--- src/rtl/hc595_pkg.sv ---
// Shared constants for the 74HC595 display path: frame layout, segment patterns
// (active-low, seg[7] = dp) and small helpers used by the capture block.
package hc595_pkg;

  localparam int FRAME_BITS_DEF = 14;
  localparam int NUM_DIGITS     = 6;

  // Frame layout inside the 14-bit shift register; first bit shifted ends at the MSB.
  localparam int SEG_MSB = 13;
  localparam int SEG_LSB = 6;
  localparam int SEL_MSB = 5;
  localparam int SEL_LSB = 0;
  localparam int SEG_DP  = 7;

  localparam logic [7:0] SEG_0 = 8'hC0;
  localparam logic [7:0] SEG_1 = 8'hF9;
  localparam logic [7:0] SEG_2 = 8'hA4;
  localparam logic [7:0] SEG_3 = 8'hB0;
  localparam logic [7:0] SEG_4 = 8'h99;
  localparam logic [7:0] SEG_5 = 8'h92;
  localparam logic [7:0] SEG_6 = 8'h82;
  localparam logic [7:0] SEG_7 = 8'hF8;
  localparam logic [7:0] SEG_8 = 8'h80;
  localparam logic [7:0] SEG_9 = 8'h90;
  localparam logic [7:0] SEG_A = 8'h88;
  localparam logic [7:0] SEG_B = 8'h83;
  localparam logic [7:0] SEG_C = 8'hC6;
  localparam logic [7:0] SEG_D = 8'hA1;
  localparam logic [7:0] SEG_E = 8'h86;
  localparam logic [7:0] SEG_F = 8'h8E;

  localparam logic [7:0] SEG_MINUS = 8'hBF;
  localparam logic [7:0] SEG_BLANK = 8'hFF;

  typedef struct packed {
    logic       hit;
    logic       minus;
    logic [3:0] nibble;
  } seg_dec_t;

  function automatic logic is_onehot6(input logic [5:0] v);
    int n;
    n = 0;
    for (int i = 0; i < 6; i++) begin
      if (v[i]) n++;
    end
    return (n == 1);
  endfunction

endpackage

--- src/rtl/hc595_capture_seg7_decode.sv ---
// Combinational seven-segment pattern decoder; the dp bit is excluded so a lit
// decimal point never hides the digit value.
module seg7_decode
  import hc595_pkg::*;
(
  input  logic [6:0] pattern,
  output logic       hit,
  output logic       minus,
  output logic [3:0] nibble
);

  always_comb begin
    hit    = 1'b1;
    minus  = 1'b0;
    nibble = 4'h0;
    case ({1'b1, pattern})
      SEG_0:     nibble = 4'h0;
      SEG_1:     nibble = 4'h1;
      SEG_2:     nibble = 4'h2;
      SEG_3:     nibble = 4'h3;
      SEG_4:     nibble = 4'h4;
      SEG_5:     nibble = 4'h5;
      SEG_6:     nibble = 4'h6;
      SEG_7:     nibble = 4'h7;
      SEG_8:     nibble = 4'h8;
      SEG_9:     nibble = 4'h9;
      SEG_A:     nibble = 4'hA;
      SEG_B:     nibble = 4'hB;
      SEG_C:     nibble = 4'hC;
      SEG_D:     nibble = 4'hD;
      SEG_E:     nibble = 4'hE;
      SEG_F:     nibble = 4'hF;
      SEG_MINUS: begin
        hit   = 1'b0;
        minus = 1'b1;
      end
      default:   hit = 1'b0;
    endcase
  end

endmodule

--- src/rtl/hc595_capture.sv ---
// Oversampling receiver for a two-chip 74HC595 display chain: rebuilds the latched
// seg/sel word and decodes accepted frames into a six-digit buffer.
module hc595_capture
  import hc595_pkg::*;
#(
  parameter int FRAME_BITS  = FRAME_BITS_DEF,
  parameter int SYNC_STAGES = 2
) (
  input  logic        sys_clk,
  input  logic        sys_rst_n,
  input  logic        shcp,
  input  logic        stcp,
  input  logic        ds,
  input  logic        oe,
  output logic [7:0]  seg,
  output logic [5:0]  sel,
  output logic        frame_vld,
  output logic        frame_err,
  output logic [23:0] digits,
  output logic [5:0]  dig_ok,
  output logic [5:0]  dp,
  output logic [5:0]  minus
);

  // Pin vector order: {oe, ds, stcp, shcp}
  logic [3:0]            sync_q [SYNC_STAGES];
  logic [3:0]            hist_q;
  logic [3:0]            sync_out;
  logic                  shcp_rise;
  logic                  stcp_rise;
  logic                  ds_q;
  logic                  oe_q;

  logic [FRAME_BITS-1:0] sr;
  logic [3:0]            bit_cnt;
  logic [7:0]            seg_q;
  logic [5:0]            sel_q;

  logic                  dec_hit;
  logic                  dec_minus;
  logic [3:0]            dec_nibble;
  logic                  accept;

  assign sync_out = sync_q[SYNC_STAGES-1];
  assign ds_q     = hist_q[2];
  assign oe_q     = hist_q[3];

  always_ff @(posedge sys_clk or negedge sys_rst_n) begin
    if (!sys_rst_n) begin
      for (int i = 0; i < SYNC_STAGES; i++) sync_q[i] <= 4'b0000;
      hist_q    <= 4'b0000;
      shcp_rise <= 1'b0;
      stcp_rise <= 1'b0;
    end else begin
      sync_q[0] <= {oe, ds, stcp, shcp};
      for (int i = 1; i < SYNC_STAGES; i++) sync_q[i] <= sync_q[i-1];
      hist_q    <= sync_out;
      // Registered edge strobes stay aligned with ds_q/oe_q taken from hist_q.
      shcp_rise <= sync_out[0] & ~hist_q[0];
      stcp_rise <= sync_out[1] & ~hist_q[1];
    end
  end

  seg7_decode u_decode (
    .pattern (sr[SEG_MSB-1:SEG_LSB]),
    .hit     (dec_hit),
    .minus   (dec_minus),
    .nibble  (dec_nibble)
  );

  assign accept = (bit_cnt == 4'(FRAME_BITS)) && is_onehot6(sr[SEL_MSB:SEL_LSB]);

  always_ff @(posedge sys_clk or negedge sys_rst_n) begin
    if (!sys_rst_n) begin
      sr        <= '0;
      bit_cnt   <= 4'd0;
      seg_q     <= SEG_BLANK;
      sel_q     <= 6'h00;
      frame_vld <= 1'b0;
      frame_err <= 1'b0;
      digits    <= 24'h0;
      dig_ok    <= 6'h00;
      dp        <= 6'h00;
      minus     <= 6'h00;
    end else begin
      frame_vld <= 1'b0;
      frame_err <= 1'b0;

      if (shcp_rise) begin
        sr <= {sr[FRAME_BITS-2:0], ds_q};
        if (bit_cnt != 4'hF) bit_cnt <= bit_cnt + 4'd1;
      end

      if (stcp_rise) begin
        // Storage register reloads even for rejected frames, like the real part.
        seg_q   <= sr[SEG_MSB:SEG_LSB];
        sel_q   <= sr[SEL_MSB:SEL_LSB];
        bit_cnt <= shcp_rise ? 4'd1 : 4'd0;
        if (accept) begin
          frame_vld <= 1'b1;
          for (int i = 0; i < NUM_DIGITS; i++) begin
            if (sr[SEL_LSB + i]) begin
              digits[4*i +: 4] <= dec_hit ? dec_nibble : 4'h0;
              dig_ok[i]        <= dec_hit;
              minus[i]         <= dec_minus;
              dp[i]            <= ~sr[SEG_MSB];
            end
          end
        end else begin
          frame_err <= 1'b1;
        end
      end
    end
  end

  assign seg = oe_q ? SEG_BLANK : seg_q;
  assign sel = oe_q ? 6'h00 : sel_q;

endmodule

--- config.mk ---
export PLATFORM = sky130hd
export DESIGN_NAME = hc595_capture
export DESIGN_NICKNAME = d
export VERILOG_FILES = /design/src/rtl/hc595_pkg.sv /design/src/rtl/hc595_capture_seg7_decode.sv /design/src/rtl/hc595_capture.sv
export SDC_FILE = /design/constraint.sdc
export NUM_CORES = 1
export LEC_CHECK = 0
export CORE_MARGIN = 5
export CORE_UTILIZATION = 45
export DETAILED_ROUTE_END_ITERATION = 16
export PLACE_DENSITY = 0.79
export SKIP_CTS_REPAIR_TIMING = 1
export SLEW_MARGIN = 20
export SYNTH_ARGS = -nofsm -noshare
export SYNTH_HDL_FRONTEND = slang
export SYNTH_SLANG_ARGS = --single-unit
--- constraint.sdc ---
create_clock -name sys_clk -period 4.72 [get_ports sys_clk]
set_input_delay 1.18 -clock sys_clk [delete_from_list [all_inputs] [get_ports sys_clk]]
set_output_delay 1.18 -clock sys_clk [all_outputs]
set_load 0.05 [all_outputs]
After elaboration in Yosys (flattened, before gate mapping)

Index checks and enable logic that the tools add are counted.

Register bits after elaboration: 90
Word-level logic and storage cells: 97
Input port bits: 6
Output and inout port bits: 58

Reductions and logical operators: 12
Equal/unequal tests: 19
Add/subtract/negate cells: 6
Mux-type cells: 20
Bitwise gates (word level): 5

Operators with widths:

| kind                                            | number |
|---|---|
| adder 32 x 2 -> 32 bit (second input constant)  | 5 |
| 2-to-1 mux 32 bit                               | 5 |
| case mux 4 bit (15 select lines)                | 1 |
| == test 32 x 2 -> 1 bit (second input constant) | 1 |
| == test 7 x 6 -> 1 bit (second input constant)  | 4 |
| == test 7 bit (second input constant)           | 4 |
| == test 7 x 5 -> 1 bit (second input constant)  | 3 |
| AND reduction 3 bit                             | 6 |
| 2-to-1 mux 4 bit                                | 4 |
| OR reduction 16 bit                             | 1 |
| == test 7 x 2 -> 1 bit (second input constant)  | 2 |
| == test 7 x 4 -> 1 bit (second input constant)  | 2 |
| 2-to-1 mux 1 bit                                | 8 |
| 2-to-1 mux 8 bit                                | 1 |
| == test 7 x 3 -> 1 bit (second input constant)  | 1 |
| zero test 7 bit                                 | 1 |
| 2-to-1 mux 6 bit                                | 1 |
| adder 4 x 1 -> 4 bit (second input constant)    | 1 |
| == test 4 bit (second input constant)           | 1 |
| != test 4 bit (second input constant)           | 1 |
| nonzero test 2 bit                              | 2 |
| inverter 1 bit                                  | 3 |
| AND 1 bit                                       | 2 |
| AND reduction 2 bit                             | 1 |
| logical AND 1 bit                               | 1 |

Longest topological paths before layout

Gate-level depths: netlist of the first run.

Depth in word-level cells: 15
Gate-level depth with buffers: 19
Gate-level depth less buffers: 18

By module

Synthesis of the first run repeated with hierarchy kept, for this count alone.

Cells, all modules: 332
Area, all modules: 4,267.8 um^2

By module, submodules not included:

| module        | seq. area each (um^2) | cells each | area an instance (um^2) | instances |
|---|---|---|---|---|
| hc595_capture | 2,262.2               | 275        | 3,844.9                 | 1 |
| seg7_decode   | 0.0                   | 57         | 422.9                   | 1 |

Worst setup path after synthesis of the first run

No wires, ideal clock.

Path type: reg2reg
From: register sr[0]
To: register dig_ok[0]
Buffers on the path: 1
Cell stages (with the launch flop): 19
Slack: 709 ps
Library setup time: 125 ps
Arrival: 3,886 ps
Data required time: 4,595 ps
Clock period less this slack: 4,011 ps
Path through: dfrtp_1 > ha_1 > and2b_1 > or2_2 > ha_1 > nand2b_1 > o31ai_1 > inv_1 > ha_1 > nand2_1 > o21ai_0 > ha_1 > and2_1 > a21oi_1 > a2111oi_0 > a211oi_1 > or4b_4 > buf_6 > mux2_4

Longest elaborated chain between the ends: 14

RTL lines:

| element                           | line                 | RTL |
|---|---|---|
| start, declared                   | hc595_capture.sv:34  | `logic [FRAME_BITS-1:0] sr;` |
| start signal, assigned            | hc595_capture.sv:90  | `sr <= {sr[FRAME_BITS-2:0], ds_q};` |
| 2-to-1 mux 1 bit                  | hc595_pkg.sv:45      | `if (v[i]) n++;` |
| adder 32 x 2 -> 32 bit            | hc595_pkg.sv:45      |  |
| 2-to-1 mux 32 bit                 | hc595_pkg.sv:45      |  |
| adder 32 x 2 -> 32 bit            | hc595_pkg.sv:45      |  |
| 2-to-1 mux 32 bit                 | hc595_pkg.sv:45      |  |
| adder 32 x 2 -> 32 bit            | hc595_pkg.sv:45      |  |
| 2-to-1 mux 32 bit                 | hc595_pkg.sv:45      |  |
| adder 32 x 2 -> 32 bit            | hc595_pkg.sv:45      |  |
| 2-to-1 mux 32 bit                 | hc595_pkg.sv:45      |  |
| adder 32 x 2 -> 32 bit            | hc595_pkg.sv:45      |  |
| 2-to-1 mux 32 bit                 | hc595_pkg.sv:45      |  |
| == test 32 x 2 -> 1 bit           | hc595_pkg.sv:47      | `return (n == 1);` |
| logical AND 1 bit                 | hc595_capture.sv:71  | `assign accept = (bit_cnt == 4'(FRAME_BITS)) && is_onehot6(sr[SEL_MSB:SEL_LSB]);` |
| AND reduction 3 bit (no line) (*) | n/a                  |  |
| end signal, assigned by index     | hc595_capture.sv:104 | `dig_ok[i] <= dec_hit;` |
| end, declared                     | hc595_capture.sv:20  | `output logic [5:0] dig_ok,` |

Every way passes the cells marked *; elsewhere a longest branch is shown, timed or not.
A chain may end at the register's enable or synchronous reset.

Worst setup path in the final report of the first run

From: register sr[0]
To: register digits[4]

Longest elaborated chain between the ends: 14

RTL lines:

| element                           | line                 | RTL |
|---|---|---|
| 2-to-1 mux 1 bit (*)              | hc595_pkg.sv:45      |  |
| adder 32 x 2 -> 32 bit            | hc595_pkg.sv:45      |  |
| 2-to-1 mux 32 bit (*)             | hc595_pkg.sv:45      |  |
| adder 32 x 2 -> 32 bit            | hc595_pkg.sv:45      |  |
| 2-to-1 mux 32 bit (*)             | hc595_pkg.sv:45      |  |
| adder 32 x 2 -> 32 bit            | hc595_pkg.sv:45      |  |
| 2-to-1 mux 32 bit (*)             | hc595_pkg.sv:45      |  |
| adder 32 x 2 -> 32 bit            | hc595_pkg.sv:45      |  |
| 2-to-1 mux 32 bit (*)             | hc595_pkg.sv:45      |  |
| adder 32 x 2 -> 32 bit            | hc595_pkg.sv:45      |  |
| 2-to-1 mux 32 bit (*)             | hc595_pkg.sv:45      |  |
| == test 32 x 2 -> 1 bit (*)       | hc595_pkg.sv:47      |  |
| logical AND 1 bit (*)             | hc595_capture.sv:71  |  |
| AND reduction 3 bit (no line) (*) | n/a                  |  |
| end signal, assigned by index     | hc595_capture.sv:103 | `digits[4*i +: 4] <= dec_hit ? dec_nibble : 4'h0;` |
| end, declared                     | hc595_capture.sv:19  | `output logic [23:0] digits,` |

Marks and branches as above.

==> impl_metrics.env, run 1 <==
export IMPL_finalCritPeriodShare=0.9390
export IMPL_slew_violations=0
export IMPL_hold_viol=0
export IMPL_drive_gt1_frac=0.2617
export IMPL_yosysWarnings=0
export IMPL_power_frac_comb=0.321
export IMPL_power_density_nw_per_um2=465.3
export IMPL_wire_per_inst_um=16.76
export IMPL_clock_skew_ns=0.01312
export IMPL_vias_per_cell=5.506
export IMPL_drc=0
export IMPL_netlist_area_um2=4156
export IMPL_fin_ws_ns=0.2878
export IMPL_synth_common_cells="82 x dfrtp_1, 54 x mux2_2, 18 x clkbuf_1, 16 x nand2_1"
export IMPL_grt_max_degree=55
export IMPL_numCtsBuffers=9
export IMPL_start_util=0.4563
export IMPL_worstPathMaxFanout=12
export IMPL_power_switching_mw=0.9393
export IMPL_dp_slack_ns=0.3692
export IMPL_final_core_util=0.5530
export IMPL_rsz0062_at_grt="no"
export IMPL_die_x_um=106.1
export IMPL_p_sw_frac=0.4007
export IMPL_cpMaxStageDelayCell="a2111oi_0"
export IMPL_power_share_clock=0.220
export IMPL_die_area_um2=11260
export IMPL_crit_arrival_ns=4.68
export IMPL_synth_edf_count=0
export IMPL_grt_pass1_wl_mm=14.83
export IMPL_use_met3=0.03461
export IMPL_nNetsFinal=413
export IMPL_end_kind="flop"
export IMPL_grt_pass1_vias=2977
export IMPL_crit_start="sr[0]"
export IMPL_yosysUniqueCellTypes=49
export IMPL_yosys_register_bits=90
export IMPL_antenna_left=0
export IMPL_rrSetupSlack_ns=0.29
export IMPL_setup_viol=0
export IMPL_clk_pin_slew_worst_paths_ns=0.10
export IMPL_avgSynthCellArea_um2=12.05
export IMPL_rows=35
export IMPL_required_ns=4.97
export IMPL_cp_slowest_stage_delay_ns=0.45
export IMPL_syn_num_nets=358
export IMPL_path_cells="ha_1, and2b_1, or2_2, ha_1, nand2b_1, o31ai_1, inv_1, ha_1, nand2_1, o21ai_0, ha_1, and2_1, a21oi_1, a2111oi_0, a211oi_1, buf_4, nor2_1, mux2_2"
export IMPL_r2r_cells=18
export IMPL_track_usage=0.1634
export IMPL_io_buffers=63
export IMPL_totalWireLength_mm=8.650
export IMPL_critPathMostFrequentCell="ha_1"
export IMPL_cap_viol_max_count=0
export IMPL_num_vias=2841
export IMPL_status="complete, no violations"
export IMPL_firstDrtPassIters=4
export IMPL_r2r_start="sr[0]"
export IMPL_crit_family="simple AND/OR/NAND/NOR gates"
export IMPL_internal_power_mw=1.405
export IMPL_synthFlopType="dfrtp_1"
export IMPL_hold_class="flop to flop"
export IMPL_synthArstFlopShare=1.000
export IMPL_ir_drop_v=0.0003536
export IMPL_gp_congestion=0.7952
export IMPL_cts_tree="done"
export IMPL_clock_path_buffers=2
export IMPL_overflow=0
export IMPL_ioPinCount=64
export IMPL_crit_path_start_kind="flop"
export IMPL_timing_rr_end="digits[4]"
export IMPL_drt_iter0_drc=110
export IMPL_core_area_um2=9109
export IMPL_worst_slew_pin_slew_ns=0.9122
export IMPL_cts_max_level=3
export IMPL_gr_usage_met2=0.2688
export IMPL_post_route_min_period_ns=4.432
export IMPL_final_setup_tns_ns=0
export IMPL_seq_area_frac_synth=0.5443
export IMPL_fp_dieH_um=106.1
export IMPL_synth_top_area_frac=0.4937
export IMPL_synth_most_common_cell="dfrtp_1"
export IMPL_power_frac_seq=0.459
export IMPL_area_growth_pct=21.19
export IMPL_num_antenna_cells=0
export IMPL_critPathBufInv=2
export IMPL_clock_sinks=90
export IMPL_slew_limit_headroom=0.3867
export IMPL_synth_cells=345
export IMPL_clk_latency_ns=0.36
export IMPL_use_met1=0.2111
export IMPL_dp_hpwl_mm=6.046
export IMPL_cts_root_buf="clkbuf_8"
export IMPL_antenna_found_initial=0
export IMPL_busiest_layer="met2"
export IMPL_path_depth=18
export IMPL_max_freq_mhz=225.6
export IMPL_p_leak_nw=2.285
export IMPL_yosysTopAreaCell="dfrtp_1"
export IMPL_crit_end="digits[4]"
export IMPL_synth_area_leaders="dfrtp_1 49%, mux2_2 15%, dfstp_2 5.1%"
export IMPL_crit_type="flop to flop"
cell usage in the layout, fill, tap and decap left out, types with 3 or more instances in the layout:
master           instances
dfrtp_1                 82
clkdlybuf4s50_1         62
mux2_2                  54
nand2_1                 16
o21ai_0                 15
nor2_1                  15
a21oi_1                 11
nor2b_1                 10
inv_1                    9
or2_2                    9
clkbuf_8                 9
dfstp_2                  8
nand3_1                  7
or3_1                    7
ha_1                     7
o31ai_1                  6
mux2_4                   6
nor3b_1                  5
nor3_1                   5
nand4_1                  5
buf_4                    5
mux2i_1                  4
nor4_1                   4
nand2b_1                 3
and3_1                   3
nand3b_1                 3
clkinv_4                 3
area by class of cell:
cell class / instances / area [µm²]
sequential: 90 / 2262
timing repair buffer: 67 / 658.1
multi-input combinational: 222 / 1745
fill: 758 / 4071
tap: 111 / 138.9
clock buffer: 9 / 123.9
inverter: 10 / 37.54
clock inverter: 7 / 71.32
per-stage QoR:
| stage | area, µm² | power, mW | std cells | hold slack (ns) |
|---|---|---|---|---|
| final | 5037 | 2.344 | 516 | 0.3537 |
| after floorplan | 4156 | 1.609 | 345 | 0.3312 |
| after detailed placement | 4842 | 1.835 | 500 | 0.3347 |
| after global placement | 4842 | 1.797 | 500 | 0.3316 |
| after CTS | 5037 | 2.351 | 516 | 0.3555 |
| after global routing | 5037 | 2.489 | 516 | 0.3616 |
kinds of logic (layout without fill, tap and decap cells):
logic type | after synthesis | in the layout | share of synthesized area
AND/OR/NAND/NOR | 100 | 100 | 0.1382
adder cells (fa/ha/maj) | 7 | 7 | 0.02107
XOR/XNOR | 5 | 5 | 0.01415
flip-flops | 90 | 90 | 0.5443
multiplexers | 64 | 64 | 0.1776
buffers and inverters | 33 | 93 | 0.03582
AO/OA/AOI/OAI | 46 | 46 | 0.06894
registers in the layout, summed over array words and instances, names as in the netlist:
signal,count
digits,24
sr,14
seg_q,8
dig_ok,6
dp,6
minus,6
sel_q,6
bit_cnt,4
hist_q,4
sync_out,4
sync_q,4
frame_err,1
frame_vld,1
shcp_rise,1
stcp_rise,1
power groups by stage:
stage	logic [mW]	clock network, mW	registers [mW]
2_1_floorplan	0.651	0	0.958
3_3_place_gp	0.718	0	1.08
3_5_place_dp	0.748	0	1.09
4_1_cts	0.754	0.525	1.07
5_1_grt	0.829	0.560	1.10
6_report	0.752	0.516	1.08
worst register-to-register path, delay by kind of cell, from the launching register on:
family          cells  cell delay, ns
flops               1            0.43
compound gates      5            0.90
mux                 1            0.40
buf+inv             2            0.30
fa+ha+maj           4            1.06
simple gates        6            1.23
worst min path at each step:
stage	from	end	slack, ns	depth (start not counted)
6_report	sync_q[4]	sync_out[0]	0.35	0
4_1_cts	sync_q[4]	sync_out[0]	0.36	0
3_5_place_dp	sync_q[4]	sync_out[0]	0.33	0
2_1_floorplan	sync_out[2]	hist_q[2]	0.33	0
3_3_place_gp	sync_q[4]	sync_out[0]	0.33	0
5_1_grt	sync_q[4]	sync_out[0]	0.36	0
metal layers:
| layer | share of wire | vias up |
|---|---|---|
| li1 | - | 1329 |
| met1 | 0.44 | 1436 |
| met2 | 0.49 | 60 |
| met3 | 0.041 | 16 |
| met4 | 0.021 | 0 |
| met5 | 0 | - |
(Power assumes the default switching activity.)
==> run 2: changes to the inputs <==
Settings changed: PLACE_DENSITY 0.79 to 0.69, RECOVER_POWER from default to 50.
==> run 2 against run 1 <==
The run now ends with capacitance limit, slew limit left; core utilization increased by 0.14 points; fmax about the same; final area increased by 0.25%; critical path depth is 1 higher; non-clock buffer count grew 2; final cell count is 0.39% higher; wire length is 0.47% higher.
==> impl_metrics.env, run 2 (synthesis results as in run 1) <==
export IMPL_grt_pass1_wl_mm=14.90
export IMPL_crit_start="sr[0]"
export IMPL_core_area_um2=9109
export IMPL_hold_depth=0
export IMPL_hold_class="flop to flop"
export IMPL_worst_slew_pin_slew_ns=3.135
export IMPL_setup_viol=0
export IMPL_largest_reg_flops=24
export IMPL_worstPathMaxFanout=12
export IMPL_power_density_nw_per_um2=462.6
export IMPL_power_frac_seq=0.461
export IMPL_grt_pass1_vias=2828
export IMPL_ir_drop_v=0.0002283
export IMPL_fp_dieH_um=106.1
export IMPL_violations="capacitance limit, slew limit"
export IMPL_cts_tree="done"
export IMPL_drive_gt1_frac=0.2629
export IMPL_crit_path_start_kind="flop"
export IMPL_firstDrtPassIters=4
export IMPL_p_total_mw=2.336
export IMPL_wire_per_inst_um=16.78
export IMPL_cap_viol_max_count=1
export IMPL_power_switching_mw=0.8920
export IMPL_timing_rr_end="minus[2]"
export IMPL_antenna_left=0
export IMPL_die_area_um2=11260
export IMPL_layout_commonest_cell="dfrtp_1"
export IMPL_cts_max_level=3
export IMPL_power_share_clock=0.221
export IMPL_num_antenna_cells=0
export IMPL_crit_arrival_ns=4.67
export IMPL_rsz0062_at_grt="yes"
export IMPL_r2r_cells=19
export IMPL_rows=35
export IMPL_internal_power_mw=1.444
export IMPL_p_sw_frac=0.3819
export IMPL_die_x_um=106.1
export IMPL_numCtsBuffers=9
export IMPL_regMostFlops="digits"
export IMPL_drt_iter0_drc=109
export IMPL_antenna_found_initial=0
export IMPL_clk_pin_slew_worst_paths_ns=0.09
export IMPL_hold_end="sync_out[3]"
export IMPL_status="finished with violations"
export IMPL_ff_latch_area_um2=2262
export IMPL_slew_limit_headroom=-1.090
export IMPL_final_cell_mix="82 x dfrtp_1, 58 x clkdlybuf4s50_1, 54 x mux2_2"
export IMPL_totalWireLength_mm=8.691
export IMPL_drc=0
export IMPL_track_usage=0.1668
export IMPL_p_leak_nw=2.285
export IMPL_clock_path_buffers=2
export IMPL_num_vias=2794
export IMPL_clock_sinks=90
export IMPL_power_frac_comb=0.318
export IMPL_cts_root_buf="clkbuf_8"
export IMPL_grt_max_degree=61
export IMPL_vias_per_cell=5.394
export IMPL_clk_latency_ns=0.35
export IMPL_post_route_min_period_ns=4.431
export IMPL_rrSetupSlack_ns=0.29
export IMPL_overflow=0
export IMPL_io_buffers=63
export IMPL_hold_viol=0
export IMPL_area_growth_pct=21.49
export IMPL_ioPinCount=64
export IMPL_gp_congestion=0.8345
export IMPL_dp_hpwl_mm=6.147
export IMPL_n_fill_cell=811
export IMPL_end_kind="flop"
export IMPL_nNetsFinal=415
export IMPL_final_core_util=0.5544
export IMPL_start_util=0.4563
export IMPL_finalCritPeriodShare=0.9387
export IMPL_reg_top3="digits: 24 flops, sr: 14 flops, seg_q: 8 flops"
export IMPL_clock_skew_ns=0.009839
export IMPL_required_ns=4.96
export IMPL_slew_violations=61
export IMPL_min_from="sync_q[7]"
export IMPL_final_setup_tns_ns=0
export IMPL_max_freq_mhz=225.7
export IMPL_r2r_start="sr[0]"
export IMPL_multiInputGateArea_um2=1749
export IMPL_crit_type="flop to flop"
==> run 2: changes by cell type in the layout (fill, tap and decap cells not counted), sizes merged <==
cell	delta
buf	+1
bufinv	+1
clkbuf	+2
clkdlybuf4s50	-4
clkinv	-2
clkinvlp	+2
dlygate4sd3	+4
inv	-2
==> run 2: worst max-delay path by stage <==
stage / end / slack, ns
2_1_floorplan: dig_ok[0] / 0.71
3_3_place_gp: digits[3] / 0.54
3_5_place_dp: minus[1] / 0.36
4_1_cts: minus[1] / 0.31
5_1_grt: digits[11] / -0.05
6_report: minus[2] / 0.29
==> run 2: worst max-delay path, cell delays in order (launching register included) <==
cell and delay [ns]:
dfrtp_1 0.43, ha_1 0.25, and2b_1 0.18, or2_2 0.28, ha_1 0.33, nand2b_1 0.15, o31ai_1 0.12, inv_1 0.09
ha_1 0.30, nand2_1 0.07, o21ai_0 0.09, ha_1 0.21, and2_1 0.17, a21oi_1 0.16, a2111oi_1 0.09, a211oi_1 0.61
buf_4 0.29, nor2_1 0.06, buf_4 0.16, mux2_2 0.27
==> run 2: through the flow <==
step / instance area, µm² / hold slack (ns) / worst slack [ns] / instances
floorplan: 4156 / 0.3312 / 0.7087 / 345
global placement: 4857 / 0.3373 / 0.5433 / 502
detailed placement: 4857 / 0.3386 / 0.3577 / 502
CTS: 5052 / 0.3632 / 0.3134 / 518
global route: 5050 / 0.3658 / -0.04831 / 518
finish: 5050 / 0.3596 / 0.2892 / 518
==> run 2: layer usage <==
metal / GRT usage / wire length (µm)
met5: 0 / 0
met1: 0.2161 / 3836
met3: 0.04432 / 298
met2: 0.2738 / 4388
met4: 0.05088 / 167
==> run 2: final cells by class <==
| type | count | share of cell area |
|---|---|---|
| sequential | 90 | 0.4480 |
| multi-input combinational | 222 | 0.3464 |
| timing repair buffer | 69 | 0.1321 |
| tap | 111 | 0.02750 |
| clock buffer | 10 | 0.02527 |
| clock inverter | 6 | 0.01338 |
| inverter | 10 | 0.007433 |
==> run 2: power groups by stage <==
| stage | sequential [mW] | clock [mW] | combinational, mW |
|---|---|---|---|
| after global placement | 1.09 | 0 | 0.724 |
| after global routing | 1.10 | 0.568 | 0.818 |
| after CTS | 1.07 | 0.531 | 0.744 |
| after floorplan | 0.958 | 0 | 0.651 |
| final | 1.08 | 0.516 | 0.743 |
| after detailed placement | 1.09 | 0 | 0.742 |
==> run 3: changes to the inputs <==
Clock period 4.72 ns to 4.9 ns, I/O delays scaled along.
==> run 3 against run 2 <==
The flow still finishes with violations (capacitance limit, slew limit); clock skew rose by 0.0058 ns; core utilization is 0.34 points lower; sequential share of layout area increased by 0.28 points; wire length fell by 1.7%; highest routed layer unchanged; global-route usage is 0.68 points lower.
==> impl_metrics.env, run 3 (synthesis results as in run 1) <==
export IMPL_crit_arrival_ns=4.68
export IMPL_wire_per_inst_um=16.58
export IMPL_track_usage=0.1600
export IMPL_grt_pass1_vias=2718
export IMPL_clock_path_buffers=2
export IMPL_rows=35
export IMPL_setup_viol=0
export IMPL_power_switching_mw=0.8538
export IMPL_clk_latency_ns=0.36
export IMPL_r2r_start="sr[1]"
export IMPL_clock_skew_ns=0.01560
export IMPL_hold_class="flop to flop"
export IMPL_reg_top3="digits: 24 flops, sr: 14 flops, seg_q: 8 flops"
export IMPL_power_share_clock=0.223
export IMPL_die_x_um=106.1
export IMPL_core_area_um2=9109
export IMPL_cpMaxStageDelayCell="nor3b_2"
export IMPL_antenna_found_initial=0
export IMPL_end_kind="flop"
export IMPL_vias_per_cell=5.344
export IMPL_io_buffers=63
export IMPL_cap_viol_max_count=1
export IMPL_nNetsFinal=412
export IMPL_firstDrtPassIters=4
export IMPL_placed_cell_area_um2=4835
export IMPL_rsz0062_at_grt="no"
export IMPL_grt_max_degree=61
export IMPL_crit_family="simple AND/OR/NAND/NOR gates"
export IMPL_crit_path_start_kind="flop"
export IMPL_drt_iter0_drc=99
export IMPL_ff_latch_area_um2=2262
export IMPL_start_util=0.4563
export IMPL_regMostFlops="digits"
export IMPL_fin_area_um2=5019
export IMPL_dp_cells=499
export IMPL_finalCritPeriodShare=0.9067
export IMPL_largest_reg_flops=24
export IMPL_p_sw_frac=0.3806
export IMPL_fp_dieH_um=106.1
export IMPL_n_fill_cell=811
export IMPL_clock_sinks=90
export IMPL_area_growth_pct=20.74
export IMPL_max_freq_mhz=225.1
export IMPL_numCtsBuffers=9
export IMPL_hold_viol=0
export IMPL_cp_slowest_stage_delay_ns=0.56
export IMPL_power_frac_seq=0.463
export IMPL_p_total_mw=2.244
export IMPL_worstPathMaxFanout=16
export IMPL_ir_drop_v=0.0002803
export IMPL_drive_gt1_frac=0.2525
export IMPL_critPathMostFrequentCell="ha_1"
export IMPL_slew_limit_headroom=-1.116
export IMPL_critPathBufInv=2
export IMPL_gp_congestion=0.8754
export IMPL_min_from="sync_q[4]"
export IMPL_totalWireLength_mm=8.540
export IMPL_slew_violations=61
export IMPL_final_cells=515
export IMPL_p_leak_nw=2.262
export IMPL_crit_start="sr[1]"
export IMPL_violations="capacitance limit, slew limit"
export IMPL_status="finished with violations"
export IMPL_overflow=0
export IMPL_cts_root_buf="clkbuf_8"
export IMPL_final_cell_mix="82 x dfrtp_1, 58 x clkdlybuf4s50_1, 54 x mux2_2"
export IMPL_power_frac_comb=0.315
export IMPL_internal_power_mw=1.390
export IMPL_layout_commonest_cell="dfrtp_1"
export IMPL_cts_max_level=3
export IMPL_power_density_nw_per_um2=447.1
export IMPL_grt_pass1_wl_mm=14.42
export IMPL_drc=0
export IMPL_dp_hpwl_mm=5.906
export IMPL_ioPinCount=64
export IMPL_num_vias=2752
export IMPL_required_ns=5.14
export IMPL_die_area_um2=11260
export IMPL_final_setup_tns_ns=0
export IMPL_antenna_left=0
export IMPL_worst_slew_pin_slew_ns=3.173
export IMPL_clk_pin_slew_worst_paths_ns=0.10
export IMPL_multiInputGateArea_um2=1745
export IMPL_post_route_min_period_ns=4.443
export IMPL_cts_tree="done"
export IMPL_crit_type="flop to flop"
export IMPL_path_cells="ha_1, and2b_1, or2_2, ha_1, nand2b_1, o31ai_1, inv_1, ha_1, nand2_1, o21ai_0, ha_1, and2_1, a21oi_1, a2111oi_0, a211oi_1, buf_4, nor3b_2, mux2_2"
export IMPL_num_antenna_cells=0
## run 3: final cells by class
type,count,share of cell area
multi-input combinational,222,0.3478
inverter,10,0.007479
timing repair buffer,66,0.1276
clock inverter,6,0.01321
sequential,90,0.4508
tap,111,0.02767
clock buffer,10,0.02543
## run 3: metrics by stage
stage	utilization	setup WS [ns]	hold WS [ns]
2_1_floorplan	-	0.8887	0.3312
3_3_place_gp	0.5308	0.6140	0.3413
3_5_place_dp	0.5308	0.4843	0.3347
4_1_cts	0.5521	0.4553	0.3670
5_1_grt	0.5510	0.09675	0.3734
6_report	0.5510	0.4571	0.3628
## run 3: final timing paths
check                              end  slack [ns]  cells past startpoint
min reg2reg                sync_out[0]        0.36                      0
min                        sync_out[0]        0.36                      0
min in group asynchronous    frame_err        1.92                      1
max reg2reg                   minus[5]        0.46                     18
max                           minus[5]        0.46                     18
max in group asynchronous   digits[20]        0.90                      2
## run 3: metal layers
metal	part of all wire	global-route usage	vias up
met3	0.034	0.03825	10
met4	0.0097	0.03608	0
li1	-	-	1322
met5	0	0	-
met2	0.49	0.2588	54
met1	0.46	0.2189	1366
## run 3: power groups by stage
stage / sequential (mW) / combinational, mW / clock, mW
6_report: 1.04 / 0.706 / 0.499
5_1_grt: 1.06 / 0.783 / 0.543
4_1_cts: 1.04 / 0.717 / 0.508
3_5_place_dp: 1.05 / 0.714 / 0
3_3_place_gp: 1.05 / 0.699 / 0
2_1_floorplan: 0.923 / 0.627 / 0
